**src/rtl/dma_pkg.sv**
```systemverilog
// Shared widths, state encoding and memory request payload for the stream DMA master.
package dma_pkg;

    localparam int unsigned ADDR_W     = 22;
    localparam int unsigned DATA_W     = 32;
    localparam int unsigned CNT_W      = 18;
    localparam int unsigned WORD_BYTES = 4;
    localparam int unsigned FIFO_DEPTH = 4;
    localparam int unsigned FIFO_CNT_W = $clog2(FIFO_DEPTH) + 1;

    typedef enum logic [2:0] {
        IDLE,
        ARB,
        READ,
        WRITE,
        FIN
    } dma_state_t;

    typedef struct packed {
        logic              we;
        logic [ADDR_W-1:0] adr;
        logic [DATA_W-1:0] dat;
    } mem_req_t;

endpackage

```
**src/rtl/dma_result_fifo.sv**
```systemverilog
// Small synchronous FIFO holding processed words until they are written back.
module dma_result_fifo #(
    parameter int unsigned DEPTH  = 4,
    parameter int unsigned DATA_W = 32
) (
    input  logic                     clk,
    input  logic                     rst,
    input  logic                     flush,
    input  logic                     push,
    input  logic [DATA_W-1:0]        push_data,
    input  logic                     pop,
    output logic [DATA_W-1:0]        head,
    output logic                     full,
    output logic                     empty,
    output logic [$clog2(DEPTH):0]   count
);

    localparam int unsigned PTR_W = $clog2(DEPTH);
    localparam int unsigned CW    = PTR_W + 1;

    logic [DATA_W-1:0] mem [DEPTH];
    logic [PTR_W-1:0]  wr_ptr;
    logic [PTR_W-1:0]  rd_ptr;
    logic              do_push;
    logic              do_pop;

    assign full    = (count == CW'(DEPTH));
    assign empty   = (count == '0);
    assign do_push = push && !full;
    assign do_pop  = pop && !empty;
    assign head    = mem[rd_ptr];

    always_ff @(posedge clk) begin
        if (!rst || flush) begin
            wr_ptr <= '0;
            rd_ptr <= '0;
            count  <= '0;
        end else begin
            if (do_push) wr_ptr <= wr_ptr + PTR_W'(1);
            if (do_pop)  rd_ptr <= rd_ptr + PTR_W'(1);
            count <= count + CW'(do_push) - CW'(do_pop);
        end
    end

    // Storage needs no reset; only pointers define validity.
    always_ff @(posedge clk) begin
        if (do_push) mem[wr_ptr] <= push_data;
    end

endmodule

```
**src/rtl/dma_stream_master.sv**
```systemverilog
// DMA initiator: reads a frame into the filter core and writes its results back.
module dma_stream_master
    import dma_pkg::*;
(
    input  logic              clk,
    input  logic              rst,
    input  logic              start,
    input  logic [ADDR_W-1:0] src_base,
    input  logic [ADDR_W-1:0] dst_base,
    input  logic [CNT_W-1:0]  word_count,
    output logic              busy,
    output logic              done,
    output logic              mem_stb,
    output logic              mem_we,
    output logic [ADDR_W-1:0] mem_adr_o,
    output logic [DATA_W-1:0] mem_dat_o,
    input  logic [DATA_W-1:0] mem_dat_i,
    input  logic              mem_ack,
    output logic              pix_valid,
    output logic [DATA_W-1:0] pix_data,
    input  logic              pix_ready,
    input  logic              res_valid,
    input  logic [DATA_W-1:0] res_data,
    output logic              res_ready
);

    dma_state_t            state_q, state_d;
    mem_req_t              mem_req_q;
    logic [ADDR_W-1:0]     rd_adr_q, wr_adr_q;
    logic [CNT_W-1:0]      rd_cnt_q, wr_cnt_q, n_q;
    logic [DATA_W-1:0]     fifo_head;
    logic                  fifo_full, fifo_empty;
    logic [FIFO_CNT_W-1:0] fifo_count;
    logic                  start_acc_c, rd_ack_c, wr_ack_c, pix_free_c, unused_bits_c;

    assign start_acc_c   = (state_q == IDLE) && start;
    assign rd_ack_c      = (state_q == READ) && mem_ack;
    assign wr_ack_c      = (state_q == WRITE) && mem_ack;
    assign pix_free_c    = !pix_valid || pix_ready;
    assign res_ready     = rst && !fifo_full;
    assign unused_bits_c = ^{src_base[1:0], dst_base[1:0], fifo_count};

    assign mem_we    = mem_req_q.we;
    assign mem_adr_o = mem_req_q.adr;
    assign mem_dat_o = mem_req_q.dat;

    dma_result_fifo #(
        .DEPTH  (FIFO_DEPTH),
        .DATA_W (DATA_W)
    ) u_fifo (
        .clk       (clk),
        .rst       (rst),
        .flush     (state_q == FIN),
        .push      (res_valid && res_ready),
        .push_data (res_data),
        .pop       (wr_ack_c),
        .head      (fifo_head),
        .full      (fifo_full),
        .empty     (fifo_empty),
        .count     (fifo_count)
    );

    // Writes drain first so the result FIFO never backs up the core longer than needed.
    always_comb begin
        state_d = state_q;
        case (state_q)
            IDLE: begin
                if (start) state_d = (word_count == '0) ? FIN : ARB;
            end
            ARB: begin
                if (!fifo_empty && (wr_cnt_q < n_q))     state_d = WRITE;
                else if ((rd_cnt_q < n_q) && pix_free_c) state_d = READ;
                else if (wr_cnt_q == n_q)                state_d = FIN;
            end
            READ, WRITE: begin
                if (mem_ack) state_d = ARB;
            end
            FIN:     state_d = IDLE;
            default: state_d = IDLE;
        endcase
    end

    always_ff @(posedge clk) begin
        if (!rst) begin
            state_q   <= IDLE;
            n_q       <= '0;
            rd_adr_q  <= '0;
            wr_adr_q  <= '0;
            rd_cnt_q  <= '0;
            wr_cnt_q  <= '0;
            busy      <= 1'b0;
            done      <= 1'b0;
            mem_stb   <= 1'b0;
            mem_req_q <= '0;
            pix_valid <= 1'b0;
            pix_data  <= '0;
        end else begin
            state_q <= state_d;
            busy    <= (state_d != IDLE);
            done    <= (state_q == FIN);
            mem_stb <= (state_d == READ) || (state_d == WRITE);

            if (start_acc_c) begin
                rd_adr_q <= {src_base[ADDR_W-1:2], 2'b00};
                wr_adr_q <= {dst_base[ADDR_W-1:2], 2'b00};
                n_q      <= word_count;
                rd_cnt_q <= '0;
                wr_cnt_q <= '0;
            end

            // Request fields are frozen for the whole strobe.
            if (state_q == ARB && state_d == READ) begin
                mem_req_q.we  <= 1'b0;
                mem_req_q.adr <= rd_adr_q;
            end
            if (state_q == ARB && state_d == WRITE) begin
                mem_req_q.we  <= 1'b1;
                mem_req_q.adr <= wr_adr_q;
                mem_req_q.dat <= fifo_head;
            end

            if (rd_ack_c) begin
                rd_adr_q <= rd_adr_q + ADDR_W'(WORD_BYTES);
                rd_cnt_q <= rd_cnt_q + CNT_W'(1);
                pix_data <= mem_dat_i;
            end
            if (wr_ack_c) begin
                wr_adr_q <= wr_adr_q + ADDR_W'(WORD_BYTES);
                wr_cnt_q <= wr_cnt_q + CNT_W'(1);
            end

            if (rd_ack_c)                    pix_valid <= 1'b1;
            else if (pix_valid && pix_ready) pix_valid <= 1'b0;
        end
    end

endmodule

```
**config.mk**
```make
export PLATFORM = sky130hd
export DESIGN_NAME = dma_stream_master
export DESIGN_NICKNAME = d
export VERILOG_FILES = /design/src/rtl/dma_pkg.sv /design/src/rtl/dma_result_fifo.sv /design/src/rtl/dma_stream_master.sv
export SDC_FILE = /design/constraint.sdc
export NUM_CORES = 1
export LEC_CHECK = 0
export CORE_MARGIN = 4
export CORE_UTILIZATION = 35
export CTS_CLUSTER_SIZE = 12
export DETAILED_ROUTE_END_ITERATION = 10
export SETUP_SLACK_MARGIN = 0.2
export SYNTH_ARGS = -nofsm -noshare
export SYNTH_HDL_FRONTEND = slang
export SYNTH_HIERARCHICAL = 1
export SYNTH_SLANG_ARGS = --single-unit
```
**constraint.sdc**
```tcl
create_clock -name clk -period 3.69 [get_ports clk]
set_input_delay 0.5535 -clock clk [delete_from_list [all_inputs] [get_ports clk]]
set_output_delay 0.5535 -clock clk [all_outputs]
set_load 0.01 [all_outputs]
```
==> flow_summary.yaml, run 1 <==
clock_tree:
  clkTransAtPathRegs_ns: 0.06
  cts_tree: "done"
  cts_buffers: 37
  cts_buffer_depth: 3
  clk_latency_ns: 0.54
  cts_resized: 0
  cts.sinks: 323
  cts-root-buf: "clkbuf_16"
  cts_setup_buffers: 0
  holdBufCountCts: 0
  htreeDepth: 2
setup_path:
  r2r_start: "n_q[7]"
  r2r_slack_ns: 0.60
  critPathSlowestCell: "o31ai_1"
  critical_path_arrival_ns: 3.46
  path_depth: 8
  crit_path_cell_trace: "inv_1 -> ha_1 -> nand4_1 -> nor3_1 -> nor4_1 -> o31ai_1 -> a21o_1 -> a221oi_1"
  critPathLaunch: "n_q[7]"
  reg2reg_depth: 8
  worstPathRequired_ns: 4.06
  cpPeakStageDelay_ns: 0.81
  critPathKind: "register to register"
  cp_top_family: "compound AO/OA/AOI/OAI gates"
  r2r-end: "mem_adr_o[15]"
  cp-start-kind: "register"
  crit_path_end: "mem_adr_o[15]"
  path_buf_inv: 1
  cp_max_fo: 20
  endpoint_kind: "register"
power:
  p_per_area_mw_per_mm2: 534
  ir_worst_vdd_mv: 0.390
  cellLeakagePower_nw: 6.32
  power_w: 0.00944
grt:
  antenna_found_initial: 1
  grt_pass1_vias: 10200
  grt_max_degree: 76
  track_usage: 0.166
  grt_overflow: 0
  grt_pass1_wl_mm: 56.0
timing:
  finalClockSkew_ns: 0.0160
  setup_violations: 0
  fin_crit_ns: 3.09
  rsz0062_at_grt: "no"
  maxSlewHeadroom: 0.362
  fin_ws_ns: 0.602
  maxSlewViolCount: 0
  hold_viol: 0
  setup_tns_ns: 0
  worstMarginPinSlew_ns: 0.949
  fin_crit_sh: 0.837
  fmax_ghz: 0.324
finish:
  final_util: 0.458
  drive_gt1_frac: 0.0917
  areaGrowthSynthToFinish_pct: 29.0
  nNetsFinal: 1675
  fin_cells: 2044
  antenna_cells: 0
synth:
  synth_cells: 1288
  synth_ff_type: "dfxtp_1"
  avgSynthCellArea_um2: 10.6
  synth_xor_area_frac: 0.00831
  synth-simple-area-share: 0.155
  ys_ff_latch: 323
  ys_seq_area_frac: 0.565
  ys_async_sr_fraction: 0
  synthAdderAreaFrac: 0.0425
  muxShareOfSynthArea: 0.0837
  yosysWarnings: 6
  synth_cell_types: 63
  synth_area_mm2: 0.0137
  synth_top_family_by_area: "simple AND/OR/NAND/NOR gates"
  synth_compound_area_frac: 0.109
  synth_edf_count: 128
worst_hold_path:
  min_path_cells: 2
  hold_class: "register to register"
place:
  gp_congestion: 0.820
  portBuffers: 217
  dp_hpwl_mm: 24.2
  dp_cells: 1976
  dp_slack_ns: 0.432
route:
  initialDrtViolationCount: 615
  detail_route.wl_per_cell_um: 17.6
  ant_nets: 0
  drt_first_pass_iters: 6
  num_vias: 10400
  drcViolationCount: 0
  wl_mm: 36.0
  via_per_inst: 5.11
floorplanning:
  initial_core_util: 0.355
  die_x_um: 206
  die-area_mm2: 0.0424
  fp-row-count: 72
  coreArea_mm2: 0.0386
  ios: 224
  die_h_um: 206
outcome:
  status: "finished, final reports clean"
job:
  cap_violations: 0
## worst reg2reg max path, stage by stage, from the launching register on
cell	delay [ns]
dfxtp_1	0.33
inv_1	0.09
ha_1	0.31
nand4_1	0.13
nor3_1	0.25
nor4_1	0.10
o31ai_1	0.81
a21o_1	0.71
a221oi_1	0.18
## through the flow
stage	hold WS, ns	cell area [um2]
global placement	0.442	16500
detailed placement	0.446	16500
finish	0.451	17700
floorplan	0.436	13700
global route	0.466	17700
CTS	0.454	17700
## power by group
| group | leakage, nW | switching, W | internal, W | total [W] |
|---|---|---|---|---|
| Clock | 0.604 | 0.00144 | 0.00223 | 0.00366 |
| Sequential | 2.75 | 0.000196 | 0.00400 | 0.00419 |
| Combinational | 2.97 | 0.000873 | 0.000716 | 0.00159 |
| Total | 6.32 | 0.00250 | 0.00694 | 0.00944 |
## registers in the layout, indices dropped and copies added, names as in the netlist, 20 cells and up, named ones only
register and cells:
mem_adr_o 20, mem_dat_o 32, pix_data 32, rd_adr_q 20, u_fifo/mem 128, wr_adr_q 20
## layer usage
layer  track usage  wire [um]  part of all wire  up-vias
met2         0.271      16600              0.46      296
met4        0.0497        793             0.022        2
li1              -          -                 -     5086
met1         0.218      15900              0.44     5002
met5             0         12           0.00033        -
met3        0.0428       2640             0.073       49
## logic make-up after synthesis
kind of cell | Yosys count
adders and majority gates | 46
AOI/OAI and AO/OA | 242
DFF | 323
buffers and inverters | 124
xor gates and xnor gates | 13
and+or+nand+nor | 465
other | 1
muxes | 74
## layout make-up
class                   instances  area, um2
fillers                      3546      21000
flip-flops and latches        323       7750
multi-input cells             842       5520
repair buffers                237       2330
clock buffers                  53       1070
well taps                     518        648
inverters                      56        213
clock inverters                15        154
## cell usage after synthesis, drive strengths merged (14+ instances only)
cell type	instances	area, um2
ha	45	563
o211ai	14	105
edfxtp	128	3840
dfxtp	195	3900
a21oi	118	591
nor2	113	424
a221oi	29	260
nand2	188	706
o21ai	32	160
nor3	28	140
and3	19	124
mux2i	37	370
buf	19	88.8
clkbuf	49	185
nand4	24	156
inv	56	210
mux4	32	721
nand3	36	180
## worst min-delay path by stage
stage	from	to	slack, ns
after floorplan	n_q[10]	n_q[10]	0.44
after global placement	pix_data[27]	pix_data[27]	0.44
after detailed placement	pix_data[16]	pix_data[16]	0.45
after CTS	pix_data[16]	pix_data[16]	0.45
after global routing	pix_data[20]	pix_data[20]	0.47
final	pix_data[27]	pix_data[27]	0.45
## cells in the final DEF, fill, tap and decap left out, drive strengths merged, types with 6 or more instances in the layout
| master | Yosys | layout |
|---|---|---|
| a21o | 6 | 6 |
| o21ai | 32 | 32 |
| or3 | 7 | 7 |
| nor2 | 113 | 113 |
| buf | 19 | 20 |
| a31oi | 12 | 12 |
| a22oi | 6 | 6 |
| clkdlybuf4s50 | 0 | 217 |
| o211ai | 14 | 14 |
| mux2i | 37 | 37 |
| mux4 | 32 | 32 |
| nand3 | 36 | 36 |
| nor3b | 6 | 6 |
| inv | 56 | 57 |
| xor2 | 8 | 8 |
| ha | 45 | 45 |
| nand4 | 24 | 24 |
| a21oi | 118 | 118 |
| clkbuf | 49 | 53 |
| and2 | 7 | 7 |
| nor3 | 28 | 28 |
| dfxtp | 195 | 195 |
| a221oi | 29 | 29 |
| and3 | 19 | 19 |
| clkinv | 0 | 11 |
| nand2 | 188 | 188 |
| nor4 | 12 | 12 |
| edfxtp | 128 | 128 |
| or2 | 7 | 7 |
Note: power is estimated with default switching activity, not from simulation.
==> inputs of run 2 (changes only) <==
clock period = 3.2 ns   (was 3.69 ns; I/O delays follow)
==> run 2 against run 1 <==
Hold slack barely moved. Core utilization rose by 0.18 points. Worst setup slack worse by 0.19 ns. First-iteration DRC count increased by 2.8%. Final cell count grew 0.34%. Combinational power is 17% higher. Die area did not move. Flip-flop and latch count is the same. Total power rose by 14%. Global-route usage grew 0.12 points.
==> flow_summary.yaml, run 2 (synthesis gave the netlist of run 1 again) <==
timing:
  fmax_ghz: 0.359
  maxSlewHeadroom: 0.300
  maxSlewViolCount: 0
  setup_violations: 0
  rsz0062_at_grt: "no"
  fin_crit_sh: 0.871
  fin_crit_ns: 2.79
  hold_viol: 0
  finalClockSkew_ns: 0.0242
  fin_hold_ws_ns: 0.451
  worstMarginPinSlew_ns: 1.05
  setup_tns_ns: 0
setup_path:
  critPathKind: "register to register"
  critical_path_arrival_ns: 3.19
  endpoint_kind: "register"
  cp-start-kind: "register"
  cpPeakStageDelay_ns: 0.38
  critPathSlowestCell: "nor3_1"
  crit_path_cell_trace: "inv_1 -> ha_1 -> nand4_1 -> nor3_1 -> o21ai_0 -> and2_1 -> a221o_1 -> a311o_1"
  worstPathRequired_ns: 3.60
  cp_max_fo: 4
outcome:
  status: "finished, final reports clean"
place:
  dp_hpwl_mm: 24.4
  portBuffers: 217
  dp_cells: 1982
  gp_congestion: 0.824
route:
  drt_first_pass_iters: 4
  wl_mm: 36.4
  detail_route.wl_per_cell_um: 17.7
  num_vias: 10500
  drcViolationCount: 0
  initialDrtViolationCount: 632
  via_per_inst: 5.11
  ant_nets: 0
clock_tree:
  clk_latency_ns: 0.54
  cts_tree: "done"
  htreeDepth: 2
  cts_setup_buffers: 0
  cts.sinks: 323
  clkTransAtPathRegs_ns: 0.06
  cts_buffer_depth: 3
  cts-root-buf: "clkbuf_16"
  holdBufCountCts: 0
  cts_buffers: 38
floorplanning:
  coreArea_mm2: 0.0386
  die-area_mm2: 0.0424
  initial_core_util: 0.355
  die_x_um: 206
  fp-row-count: 72
  die_h_um: 206
  ios: 224
power:
  p_int_w: 0.00788
  ir_worst_vdd_mv: 0.457
  p_per_area_mw_per_mm2: 608
  power_frac_clock: 0.380
  cellLeakagePower_nw: 6.34
  power.switching_w: 0.00291
  pwr-share-seq: 0.448
  combPwrFrac: 0.172
  swShare: 0.270
finish:
  largest_reg_flops: 128
  areaGrowthSynthToFinish_pct: 29.5
  nNetsFinal: 1682
  drive_gt1_frac: 0.0973
  final_cell_mix: "217 x clkdlybuf4s50_1, 193 x dfxtp_1, 188 x nand2_1"
  largest-register: "u_fifo/mem"
  final_util: 0.459
  final_common_cell: "clkdlybuf4s50_1"
  fin_cells: 2051
  fillers: 3560
grt:
  antenna_found_initial: 1
  grt_pass1_wl_mm: 56.2
  grt_pass1_vias: 10200
  grt_max_degree: 90
  track_usage: 0.167
  grt_overflow: 0
worst_hold_path:
  hold_class: "register to register"
job:
  cap_violations: 0
run 2: changes by cell type in the layout (fill, tap and decap cells not counted), moves of 2 or more:
| cell | delta |
|---|---|
| buf_12 | +4 |
| clkbuf_8 | +4 |
| bufinv_16 | -3 |
| clkinv_1 | -2 |
run 2: power by group through the flow:
stage	clock [W]	combinational [W]	sequential [W]
after detailed placement	0	0.00187	0.00492
after floorplan	0	0.000934	0.00492
after global routing	0.00438	0.00205	0.00487
after global placement	0	0.00185	0.00491
after CTS	0.00422	0.00188	0.00483
final	0.00410	0.00186	0.00483
run 2: worst max-delay path: cells and delay by family (launching register included):
kind | cells | cell delay [ns]
compound gates | 3 | 1.13
simple gates | 3 | 0.79
flops | 1 | 0.33
fa+ha+maj | 1 | 0.33
buf+inv | 1 | 0.08
run 2: cell type report:
cell class	count	area, um2	area share
diodes	1	2.50	0.000141
clock buffers	57	1120	0.0633
clock inverters	11	63.8	0.00359
inverters	56	213	0.0120
multi-input cells	842	5520	0.311
flip-flops and latches	323	7750	0.437
well taps	518	648	0.0365
repair buffers	243	2430	0.137
run 2: final timing paths:
path | from | endpoint | slack [ns] | cells past startpoint
hold / removal | pix_data[6] | pix_data[6] | 0.45 | 2
hold reg to reg | pix_data[6] | pix_data[6] | 0.45 | 2
setup reg to reg | n_q[16] | busy | 0.41 | 8
setup / recovery | n_q[16] | busy | 0.41 | 8
run 2: repair_timing:
action,4_1_cts,5_1_grt
endpoints found under the hold margin,0,0
gates resized for setup,0,2
setup endpoints to repair,0,25
run 2: stage by stage:
step / area, um2 / power, W / worst slack [ns]
finish: 17800 / 0.0108 / 0.412
global route: 17800 / 0.0113 / 0.289
CTS: 17700 / 0.0109 / 0.336
detailed placement: 16600 / 0.00679 / 0.148
global placement: 16600 / 0.00676 / 0.127
floorplan: 13700 / 0.00585 / 0.618
run 2: routing by layer:
metal / share of wire / track usage
met2: 0.46 / 0.268
met3: 0.071 / 0.0441
met1: 0.45 / 0.224
met4: 0.021 / 0.0471
met5: 0.00036 / 0
==> inputs of run 3 (changes only) <==
CAP_MARGIN = 25   (was unset)
SLEW_MARGIN = 15   (was unset)
SYNTH_HIERARCHICAL = unset   (was 1)
==> run 3 against run 2 <==
Final cell count up 0.39%. Clock-buffer cell count down 4. Sequential share of layout area down 0.42 points. Clock skew down 0.014 ns. Largest power group unchanged. Die area up 0.74%. Total power up 7.9%. Routed wire length up 2.7%. Hold slack about the same.
==> flow_summary.yaml, run 3 <==
clock_tree:
  cts_resized: 0
  clkTransAtPathRegs_ns: 0.06
  cts_tree: "done"
  cts_buffers: 38
  cts-root-buf: "clkbuf_16"
  holdBufCountCts: 0
  htreeDepth: 2
  clk_latency_ns: 0.52
  cts_buffer_depth: 3
  cts_setup_buffers: 0
  cts.sinks: 323
synth:
  yosysWarnings: 0
  synthTopCellsByCount: "195 x dfxtp_1, 192 x nand2_1, 131 x nor2_1"
  synth_ff_type: "dfxtp_1"
  yosysTopAreaCell: "dfxtp_1"
  synth_edf_count: 128
  synth_area_leaders: "dfxtp_1 28%, edfxtp_1 28%, mux4_2 5.2%"
  post-synth-top-count-cell: "dfxtp_1"
  yosysTopAreaCellShare: 0.283
  avgSynthCellArea_um2: 10.6
  ys_async_sr_fraction: 0
  ys_seq_area_frac: 0.561
  synth_cells: 1303
  ys_ff_latch: 323
  synth_area_mm2: 0.0138
  synth_cell_types: 65
setup_path:
  critPathSlowestCell: "a2111oi_4"
  endpoint_kind: "register"
  cp_max_fo: 26
  critPathKind: "register to register"
  path_buf_inv: 1
  crit_path_cell_trace: "ha_1 -> a21oi_1 -> o21a_1 -> nor2_1 -> a2111oi_4 -> nand3_4 -> buf_12 -> mux2i_1 -> nor2_1"
  critPathMostFrequentCell: "nor2_1"
  cp-start-kind: "register"
  cp_top_family: "compound AO/OA/AOI/OAI gates"
  critical_path_arrival_ns: 3.05
  worstPathRequired_ns: 3.58
  cpPeakStageDelay_ns: 0.50
finish:
  final_cell_mix: "217 x clkdlybuf4s50_1, 194 x dfxtp_1, 192 x nand2_1"
  fin_cells: 2059
  areaGrowthSynthToFinish_pct: 29.8
  nNetsFinal: 1690
  final_common_cell: "clkdlybuf4s50_1"
  drive_gt1_frac: 0.0863
  largest_reg_flops: 128
  fillers: 3690
  final_area_mm2: 0.0179
  largest-register: "u_fifo.mem"
  antenna_cells: 0
route:
  drcViolationCount: 0
  detail_route.wl_per_cell_um: 18.1
  ant_nets: 0
  initialDrtViolationCount: 634
  num_vias: 10600
  drt_first_pass_iters: 4
  wl_mm: 37.3
  via_per_inst: 5.15
grt:
  track_usage: 0.170
  grt_max_degree: 147
  grt_pass1_wl_mm: 57.9
  antenna_found_initial: 2
  grt_overflow: 0
  grt_pass1_vias: 10500
floorplanning:
  initial_core_util: 0.356
  die_h_um: 207
  coreArea_mm2: 0.0388
  fp-row-count: 72
  die_x_um: 207
  die-area_mm2: 0.0427
  ios: 224
timing:
  worstMarginPinSlew_ns: 0.897
  fin_crit_sh: 0.834
  setup_tns_ns: 0
  setup_violations: 0
  maxSlewHeadroom: 0.400
  rsz0062_at_grt: "no"
  finalClockSkew_ns: 0.0106
  maxSlewViolCount: 0
  fin_crit_ns: 2.67
  hold_viol: 0
  fmax_ghz: 0.375
job:
  cap_violations: 0
place:
  placed_area_mm2: 0.0166
  dp_hpwl_mm: 24.9
  portBuffers: 217
  dp_cells: 1989
  gp_congestion: 0.785
power:
  ir_worst_vdd_mv: 0.404
  p_per_area_mw_per_mm2: 650
  cellLeakagePower_nw: 6.47
worst_hold_path:
  hold_class: "register to register"
outcome:
  status: "finished, final reports clean"
-- run 3: changes by cell type after synthesis, sizes merged, moves of 5 or more --
cell,previous run,this run
inv,56,50
o211ai,14,6
a221oi,29,34
nor2,113,131
and2,7,2
nand2,188,193
o21ai,32,49
buf,19,25
or2,7,2
nor3,28,20
-- run 3: kinds of logic after synthesis --
group                    after synthesis  synth area share
other                                  1          0.000271
AO/OA/AOI/OAI                        253             0.113
flip-flops                           323             0.561
adder cells (fa/ha/maj)               46            0.0422
buffers and inverters                124            0.0360
AND/OR/NAND/NOR                      473             0.160
multiplexers                          70            0.0801
XOR/XNOR                              13           0.00824
-- run 3: final cells by class --
| cell class | count | area, um2 | area share |
|---|---|---|---|
| clock buffers | 53 | 1070 | 0.0596 |
| clock inverters | 16 | 213 | 0.0119 |
| inverters | 50 | 190 | 0.0106 |
| multi-input cells | 857 | 5600 | 0.312 |
| flip-flops and latches | 323 | 7750 | 0.432 |
| well taps | 518 | 648 | 0.0362 |
| repair buffers | 242 | 2460 | 0.137 |
-- run 3: power breakdown --
part	internal, W	switching [W]	total, W
registers	0.00466	0.000294	0.00496
logic	0.00101	0.00125	0.00226
clock network	0.00274	0.00169	0.00442
-- run 3: layer usage --
| layer | GRT usage | wire length, um | share of wire |
|---|---|---|---|
| met5 | 0 | 27 | 0.00072 |
| met1 | 0.227 | 16400 | 0.44 |
| met2 | 0.272 | 17300 | 0.46 |
| met3 | 0.0534 | 2950 | 0.079 |
| met4 | 0.0397 | 603 | 0.016 |
-- run 3: worst paths after layout --
kind,startpoint,endpoint,slack (ns),depth (start not counted)
min reg2reg,pix_data[24],pix_data[24],0.45,2
max,wr_cnt_q[13],mem_dat_o[30],0.53,9
max reg2reg,wr_cnt_q[13],mem_dat_o[30],0.53,9
min,pix_data[24],pix_data[24],0.45,2
-- run 3: through the flow --
step	setup slack (ns)	hold WS, ns	util	total power (W)
5_1_grt	0.232	0.466	0.462	0.0122
3_3_place_gp	0.380	0.442	0.428	0.00726
6_report	0.532	0.451	0.462	0.0116
2_1_floorplan	0.695	0.436	-	0.00621
4_1_cts	0.468	0.455	0.461	0.0118
3_5_place_dp	0.373	0.447	0.428	0.00731
-- run 3: worst reg2reg max path: stages (launching register included) --
cell	delay, ns
dfxtp_1	0.42
ha_1	0.28
a21oi_1	0.15
o21a_1	0.13
nor2_1	0.06
a2111oi_4	0.50
nand3_4	0.41
buf_12	0.34
mux2i_1	0.17
nor2_1	0.05
